--- src/rtl/mux_8_1_sweep_ctrl.sv ---
// Sweep sequencer for an 8:1 fabric mux: drives a latched pattern on D0..D7,
// steps the select 0..7 with a settle window each, and scores the synchronized mux output.
module mux_8_1_sweep_ctrl #(
  parameter int SETTLE_CYCLES = 4,
  parameter int SYNC_STAGES   = 2
) (
  input  logic       clock0,
  input  logic       global_resetn,
  input  logic       start,
  input  logic       abort,
  input  logic [7:0] pattern_i,
  input  logic       mux_out_i,
  output logic [7:0] d_o,
  output logic [2:0] s_o,
  output logic       busy,
  output logic       done,
  output logic [3:0] pass_cnt,
  output logic [3:0] fail_cnt,
  output logic [7:0] fail_mask,
  output logic       all_pass
);

  typedef enum logic [1:0] {IDLE, SETTLE, CHECK, DONE} state_t;

  localparam logic [3:0] CNT_LAST = 4'(SETTLE_CYCLES - 1);

  state_t                 state, state_n;
  logic [3:0]             cnt;
  logic [SYNC_STAGES-1:0] sync;
  logic                   sample;
  logic                   match;

  assign sample = sync[SYNC_STAGES-1];
  assign match  = (sample == d_o[s_o]);

  always_comb begin
    state_n = state;
    case (state)
      IDLE:    if (start && !abort) state_n = SETTLE;
      SETTLE:  if (abort) state_n = IDLE;
               else if (cnt == CNT_LAST) state_n = CHECK;
      CHECK:   if (abort) state_n = IDLE;
               else if (s_o == 3'd7) state_n = DONE;
               else state_n = SETTLE;
      DONE:    state_n = IDLE;
      default: state_n = IDLE;
    endcase
  end

  always_ff @(posedge clock0 or negedge global_resetn) begin
    if (!global_resetn) begin
      state <= IDLE;
      busy  <= 1'b0;
      done  <= 1'b0;
    end else begin
      state <= state_n;
      busy  <= (state_n != IDLE);
      done  <= (state_n == DONE);
    end
  end

  // mux_out_i is asynchronous to clock0; only the last stage is ever compared.
  always_ff @(posedge clock0 or negedge global_resetn) begin
    if (!global_resetn) begin
      sync <= '0;
    end else begin
      sync[0] <= mux_out_i;
      for (int i = 1; i < SYNC_STAGES; i++) sync[i] <= sync[i-1];
    end
  end

  always_ff @(posedge clock0 or negedge global_resetn) begin
    if (!global_resetn) begin
      d_o       <= '0;
      s_o       <= '0;
      cnt       <= '0;
      pass_cnt  <= '0;
      fail_cnt  <= '0;
      fail_mask <= '0;
      all_pass  <= 1'b0;
    end else if (state != IDLE && abort) begin
      // Partial counts stay visible for debug; the sweep is not reported as passing.
      s_o      <= '0;
      all_pass <= 1'b0;
    end else begin
      case (state)
        IDLE: if (start && !abort) begin
          d_o       <= pattern_i;
          s_o       <= '0;
          cnt       <= '0;
          pass_cnt  <= '0;
          fail_cnt  <= '0;
          fail_mask <= '0;
          all_pass  <= 1'b0;
        end
        SETTLE: cnt <= cnt + 4'd1;
        CHECK: begin
          if (match) begin
            pass_cnt <= pass_cnt + 4'd1;
          end else begin
            fail_cnt       <= fail_cnt + 4'd1;
            fail_mask[s_o] <= 1'b1;
          end
          if (s_o != 3'd7) begin
            s_o <= s_o + 3'd1;
            cnt <= '0;
          end
        end
        DONE: all_pass <= (fail_cnt == 4'd0);
        default: ;
      endcase
    end
  end

endmodule

--- config.mk ---
export PLATFORM = sky130hd
export DESIGN_NAME = mux_8_1_sweep_ctrl
export DESIGN_NICKNAME = d
export VERILOG_FILES = /design/src/rtl/mux_8_1_sweep_ctrl.sv
export SDC_FILE = /design/constraint.sdc
export NUM_CORES = 1
export LEC_CHECK = 0
export ABC_AREA = 1
export BUFFER_PORTS_ARGS = -buffer_cell sky130_fd_sc_hd__buf_4
export CAP_MARGIN = 20
export CORE_ASPECT_RATIO = 0.9
export CORE_MARGIN = 1
export CORE_UTILIZATION = 55
export DETAILED_ROUTE_END_ITERATION = 16
export HOLD_SLACK_MARGIN = 0.03
export PLACE_DENSITY = 0.8
export SYNTH_ARGS = -nofsm -noshare
export SYNTH_HDL_FRONTEND = slang
export SYNTH_SLANG_ARGS = --single-unit
--- constraint.sdc ---
create_clock -name clock0 -period 4.6 [get_ports clock0]
set_input_delay 0.92 -clock clock0 [delete_from_list [all_inputs] [get_ports clock0]]
set_output_delay 0.92 -clock clock0 [all_outputs]
set_load 0.1 [all_outputs]
[Yosys cells after proc, flatten, opt, wreduce, memory -nomap -nowiden]
Index checks and enable logic that the tools add are counted.
Word-level totals
  RAM bits: 0
  ROM bits: 0
  word-level logic and storage cells: 78
  register bits: 38
  output and inout port bits: 30
  memories: 0
  latch bits: 0
  input bits: 13
Operators by class
  multiply operators: 0
  bitwise logic cells: 2
  $add $sub $neg: 4
  shift operators: 0
  mux-type cells: 27
  div/mod/pow operators: 0
  reductions and logical operators: 18
  equality and inequality tests: 14
  magnitude comparators: 2
Operator list (count)
  two-way mux 4 bit: 4
  two-way mux 8 bit: 2
  case mux 4 bit (2 select lines): 2
  case mux 8 bit (2 select lines): 1
  adder 4 x 1 -> 4 bit (second input constant): 3
  case mux 4 bit (3 select lines): 1
  AND reduction 4 bit: 3
  two-way mux 2 bit: 5
  two-way mux 3 bit: 3
  inequality test 3 bit (second input constant): 3
  nonzero test 3 bit: 3
  inequality test 2 bit (second input constant): 4
  OR 8 bit: 1
  case mux 2 bit (4 select lines): 1
  == test 2 bit (second input constant): 3
  case mux 3 bit (2 select lines): 1
  AND reduction 3 bit: 2
  nonzero test 2 bit: 3
  == test 4 x 2 -> 1 bit (second input constant): 1
  logical NOT 4 bit: 1
  less-than comparator 3 x 4 -> 1 bit (second input constant): 1
  two-way mux 1 bit: 4
  adder 3 x 1 -> 3 bit (second input constant): 1
  binary-select mux 1 bit (select 3 bit): 1
  other kinds (11): 13

[Depth between registers and ports, before layout]
  depth in word-level cells: 7
  depth in mapped cells: 15
  mapped depth without buffers: 12

[Worst setup path before layout]
OpenSTA, ideal clock, no wires.
  kind: reg2reg
  start: reg s_o[0]
  end: reg fail_cnt[0]
  library setup time: 0.122 ns
  period minus slack after synthesis: 2.211 ns
  buffers on the path: 3
  path slack: 2.389 ns
  data required time: 4.478 ns
  stages on the path, launching flop included: 15
  arrival time: 2.089 ns
  path through: dfrtp_1 -> buf_6 -> inv_4 -> buf_8 -> nand2_4 -> nand2_2 -> nand2_2 -> nand2_4 -> nor2_4 -> nand2_2 -> nand3_4 -> nand2_4 -> buf_12 -> nand2_2 -> nand2_1
Between the ends
  word-level cells in the longest chain between the ends: 5
RTL lines
  start, declared: line 14  | output logic [2:0] s_o,
  start signal, assigned: line 105  | s_o <= s_o + 3'd1;
  binary-select mux 1 bit (select 3 bit): line 34  | assign match = (sample == d_o[s_o]);
  two-way mux 1 bit (implied by the code): line 34
  == test 1 bit: line 34
  inequality test 2 bit (no source line)
  AND reduction 4 bit (no source line)
  end signal, assigned: line 101  | fail_cnt <= fail_cnt + 4'd1;
  end, declared: line 18  | output logic [3:0] fail_cnt,
Every way passes these cells. The select of a mux whose other input is x is not followed.
A chain may end at the register's enable or synchronous reset.

[Final worst setup path]
  start: reg s_o[0]
  end: out s_o[0]
No word-level cell between the ends.

==> Implementation_results.wiki <==
{| class="wikitable"
! Metric !! Value
|-
| Run status || complete, no violations
|-
| Critical path peak fanout || 10
|-
| Kind of start point of the critical path || flip-flop
|-
| Commonest register cell after synthesis || dfrtp_1
|-
| Count of flip-flops with a built-in enable after synthesis || 0
|-
| Fin util || 0.6727
|-
| Mean area per synthesized cell || 8.656 sq um
|-
| DPL Wire Length || around 3000 um
|-
| Fin crit period || ~2200 ps
|-
| Vias/cell || around 5.1
|-
| Cell count along the critical path || 1
|-
| Count of maximum capacitance violations || 0
|-
| Share of post-route cells with drive strength above 1 || 0.3287
|-
| Area of the placeable core || roughly 3700 sq um
|-
| Crit path arrival time || 1250 ps
|-
| Placed cell areas || 2416 sq um
|-
| Switching power of the nets || between 0.0002 and 0.0003 W
|-
| Highest ir drop seen on vdd || ~0.28 mV
|-
| Number of global-route vias before repair || about 1,500
|-
| First-pass GRT wire length || 6596 um
|-
| Worst hold slack across all endpoints || about 360 ps
|-
| Clock network fraction of total power || 0.273
|-
| Critical path capture point type || output pin
|-
| Headroom to the max-slew limit || 0.6885
|-
| Post-Route WL || a little over 4000 um
|-
| Power per cell area || around 320 nW/um^2
|-
| Number of inserted filler cells in the final layout || 311
|-
| Sink count of the clock tree || 38
|-
| Power Internal || just over 0.0005 W
|-
| DIE AREA || a little over 4000 sq um
|-
| Buffering stage count on the worst path with inverters included || 1
|-
| Routed wirelength normalized by instance count || 12.18 um
|-
| Cell count of the worst hold path || 0
|-
| Total non-filler cell area in the finished layout || ~2500 sq um
|-
| Netlist Area Pre-Place || ~2100 sq um
|-
| Hold Crit Class || reg -> reg
|-
| Worst clock skew on the final layout || 8.537 ps
|-
| Clock latency on the worst-skew pair || ~290 ps
|-
| Number of standard cells in the layout, taps in and fillers out || around 330
|-
| Area Overhead vs Synth || 17.52%
|-
| Diode insertion count for antenna repair || 0
|-
| Antenna violations before repair || 0
|-
| Post-route setup TNS || 0 ps
|-
| Cell count of the worst reg-to-reg path || 11
|-
| Share of total power in sequential cells || 0.463
|-
| Sw Ratio || 0.3590
|-
| Total clock buffers created by CTS || 5
|-
| Global-route total usage across every layer || 0.2236
|-
| Grt ovf || 0
|-
| Largest net degree at the start of global routing || 39
|-
| Fin. max-slew vios || 0
|-
| Seq/Total Area, Yosys || 0.4484
|-
| Number of placed instances, taps included || 325
|-
| CTS Buffer Depth || 2
|-
| Clock Tree Root || clkbuf_8
|-
| Ys async rst share || 1.000
|-
| Routed vias || about 1,700
|-
| Crit Path Class || reg -> out
|-
| Slowest stage cell, crit path || dfrtp_1
|-
| Routability congestion estimate || 0.8236
|-
| Netlist cell types || 38
|-
| Post-synthesis net count || around 260
|-
| H-Tree Depth || 2
|-
| Number of synthesis warnings || 0
|-
| Post-cts gate resize count || 0
|-
| Family with the most delay on the worst path || flip-flops
|-
| Clock transition time at the flip-flop clock pins of the worst setup and hold paths || around 70 ps
|-
| Final Hold Vio Count || 0
|-
| FMAX || 0.4609 GHz
|-
| Period Utilization, post-route || 0.4716
|-
| Share of power burned in combinational logic || 0.264
|-
| Effective utilization at floorplan || 0.5724
|-
| Quantity of I/O buffers inserted on ports || 42
|-
| Die Ht || between 60 and 70 um
|-
| Final Setup Violations || 0
|-
| Remaining routing DRC violations || 0
|-
| Number of design-rule violations left by the first detailed-router iteration || 66
|-
| Top-Level Pins || 43
|-
| Clock tree from TritonCTS || done
|-
| Required time at the worst-slack endpoint || ~3700 ps
|-
| Critical-path cell list || buf_4
|-
| Standard-cell row count || 21
|-
| Cells after synthesis || 245
|-
| Die span in x || between 60 and 70 um
|-
| Synth Register Bits || 38
|-
| Transition at the pin with the smallest max-transition slack || roughly 470 ps
|-
| Post-CTS Setup Bufs || 0
|-
| Number of nets in the finished design || 305
|-
| Setup repair after global routing missed its margin || false
|-
| Delay contributed by the slowest stage of the critical path || ~590 ps
|-
| Leak Pwr || roughly 1.3 nW
|-
| Number of iterations in the first detailed-routing pass || 4
|-
| Antenna viol nets, final || 0
|-
| Cts-stage hold buffer count || 0
|}
==> layout by cell type, fill, tap and decap left out <==
| cell type | count |
|---|---|
| clkbuf_8 | 5 |
| a21oi_1 | 11 |
| mux2_2 | 3 |
| o211ai_1 | 1 |
| o41ai_1 | 2 |
| clkinv_2 | 1 |
| mux2i_1 | 1 |
| nor2_2 | 2 |
| nand2_2 | 18 |
| nand3_4 | 1 |
| nand2_4 | 5 |
| xor2_1 | 3 |
| nand3_2 | 2 |
| nor2_4 | 3 |
| clkbuf_1 | 2 |
| o21ai_2 | 1 |
| nand3_1 | 22 |
| o21ai_1 | 5 |
| nand4_1 | 3 |
| nor3_1 | 2 |
| clkinv_1 | 2 |
| nor2_1 | 24 |
| nand2_1 | 47 |
| mux2_1 | 1 |
| inv_1 | 17 |
| ha_1 | 6 |
| inv_2 | 9 |
| inv_4 | 1 |
| nor3_2 | 1 |
| a31oi_1 | 1 |
| dfrtp_1 | 38 |
| buf_4 | 42 |
| o22ai_1 | 1 |
| xnor2_1 | 2 |
| o21a_1 | 1 |
==> power by group through the flow <==
stage / clock network, W / registers [W] / logic, W
after CTS: 0.000216 / 0.000366 / 0.000210
final: 0.000215 / 0.000365 / 0.000209
after floorplan: 0 / 0.000469 / 0.0000663
after global routing: 0.000227 / 0.000367 / 0.000221
after global placement: 0 / 0.000371 / 0.000207
after detailed placement: 0 / 0.000372 / 0.000210
==> registers in the layout, indices dropped and copies added, names as in the netlist <==
signal	cells
fail_cnt	4
d_o	8
s_o	3
cnt	4
state	2
pass_cnt	4
busy	1
sync	2
all_pass	1
fail_mask	8
done	1
==> logic make-up (layout without fill, tap and decap cells) <==
| kind of cell | after synthesis | after routing | share of synthesized area |
|---|---|---|---|
| AND/OR/NAND/NOR | 130 | 130 | 0.3150 |
| flip-flops | 38 | 38 | 0.4484 |
| buffers and inverters | 38 | 79 | 0.09144 |
| AO/OA/AOI/OAI | 23 | 23 | 0.06313 |
| adder cells (fa/ha/maj) | 6 | 6 | 0.03540 |
| XOR/XNOR | 5 | 5 | 0.02065 |
| multiplexers | 5 | 5 | 0.02596 |
==> area by class of cell <==
| type | count | area, sq um | area share |
|---|---|---|---|
| Sequential cell | 38 | 950.9 | 0.3815 |
| Inverter | 30 | 116.4 | 0.04669 |
| Timing Repair Buffer | 42 | 315.3 | 0.1265 |
| Tap cell | 46 | 57.56 | 0.02309 |
| Multi-Input combinational cell | 169 | 975.9 | 0.3916 |
| Clock buffer | 7 | 76.32 | 0.03062 |
==> final timing paths <==
| path | from | end | slack [ps] |
|---|---|---|---|
| max | s_o[0] | s_o[0] | 2430 |
| min | sync[0] | sync[1] | 360 |
| max reg2reg | s_o[0] | fail_cnt[3] | 2790 |
| min reg2reg | sync[0] | sync[1] | 360 |
| max in group asynchronous | global_resetn | d_o[7] | 3690 |
| min in group asynchronous | global_resetn | fail_mask[2] | 580 |
==> cell usage after synthesis, types with 3 or more instances <==
| master | number | share of area |
|---|---|---|
| nand3_1 | 22 | 0.052 |
| nor2_4 | 3 | 0.016 |
| a21oi_1 | 11 | 0.026 |
| ha_1 | 6 | 0.035 |
| nand4_1 | 3 | 0.0089 |
| o21ai_1 | 5 | 0.012 |
| dfrtp_1 | 38 | 0.45 |
| nand2_1 | 47 | 0.083 |
| mux2_2 | 3 | 0.016 |
| inv_1 | 17 | 0.030 |
| xor2_1 | 3 | 0.012 |
| inv_2 | 9 | 0.016 |
| nand2_4 | 5 | 0.027 |
| buf_4 | 3 | 0.011 |
| nor2_1 | 24 | 0.042 |
| nand2_2 | 18 | 0.053 |
==> layer usage <==
metal,share of wire,GRT usage,routed length [um]
met5,0,0,0
met3,0.057,0.05075,229
met4,0.018,0.1003,74
met2,0.46,0.3571,1853
met1,0.47,0.2921,1887
==> metrics by stage <==
stage	power (W)	setup WS, ps
after detailed placement	0.0005819	2524
final	0.0007887	2430
after global placement	0.0005781	2546
after global routing	0.0008153	2397
after CTS	0.0007921	2435
after floorplan	0.0005355	2389
Power figures use the tool's default switching activity.
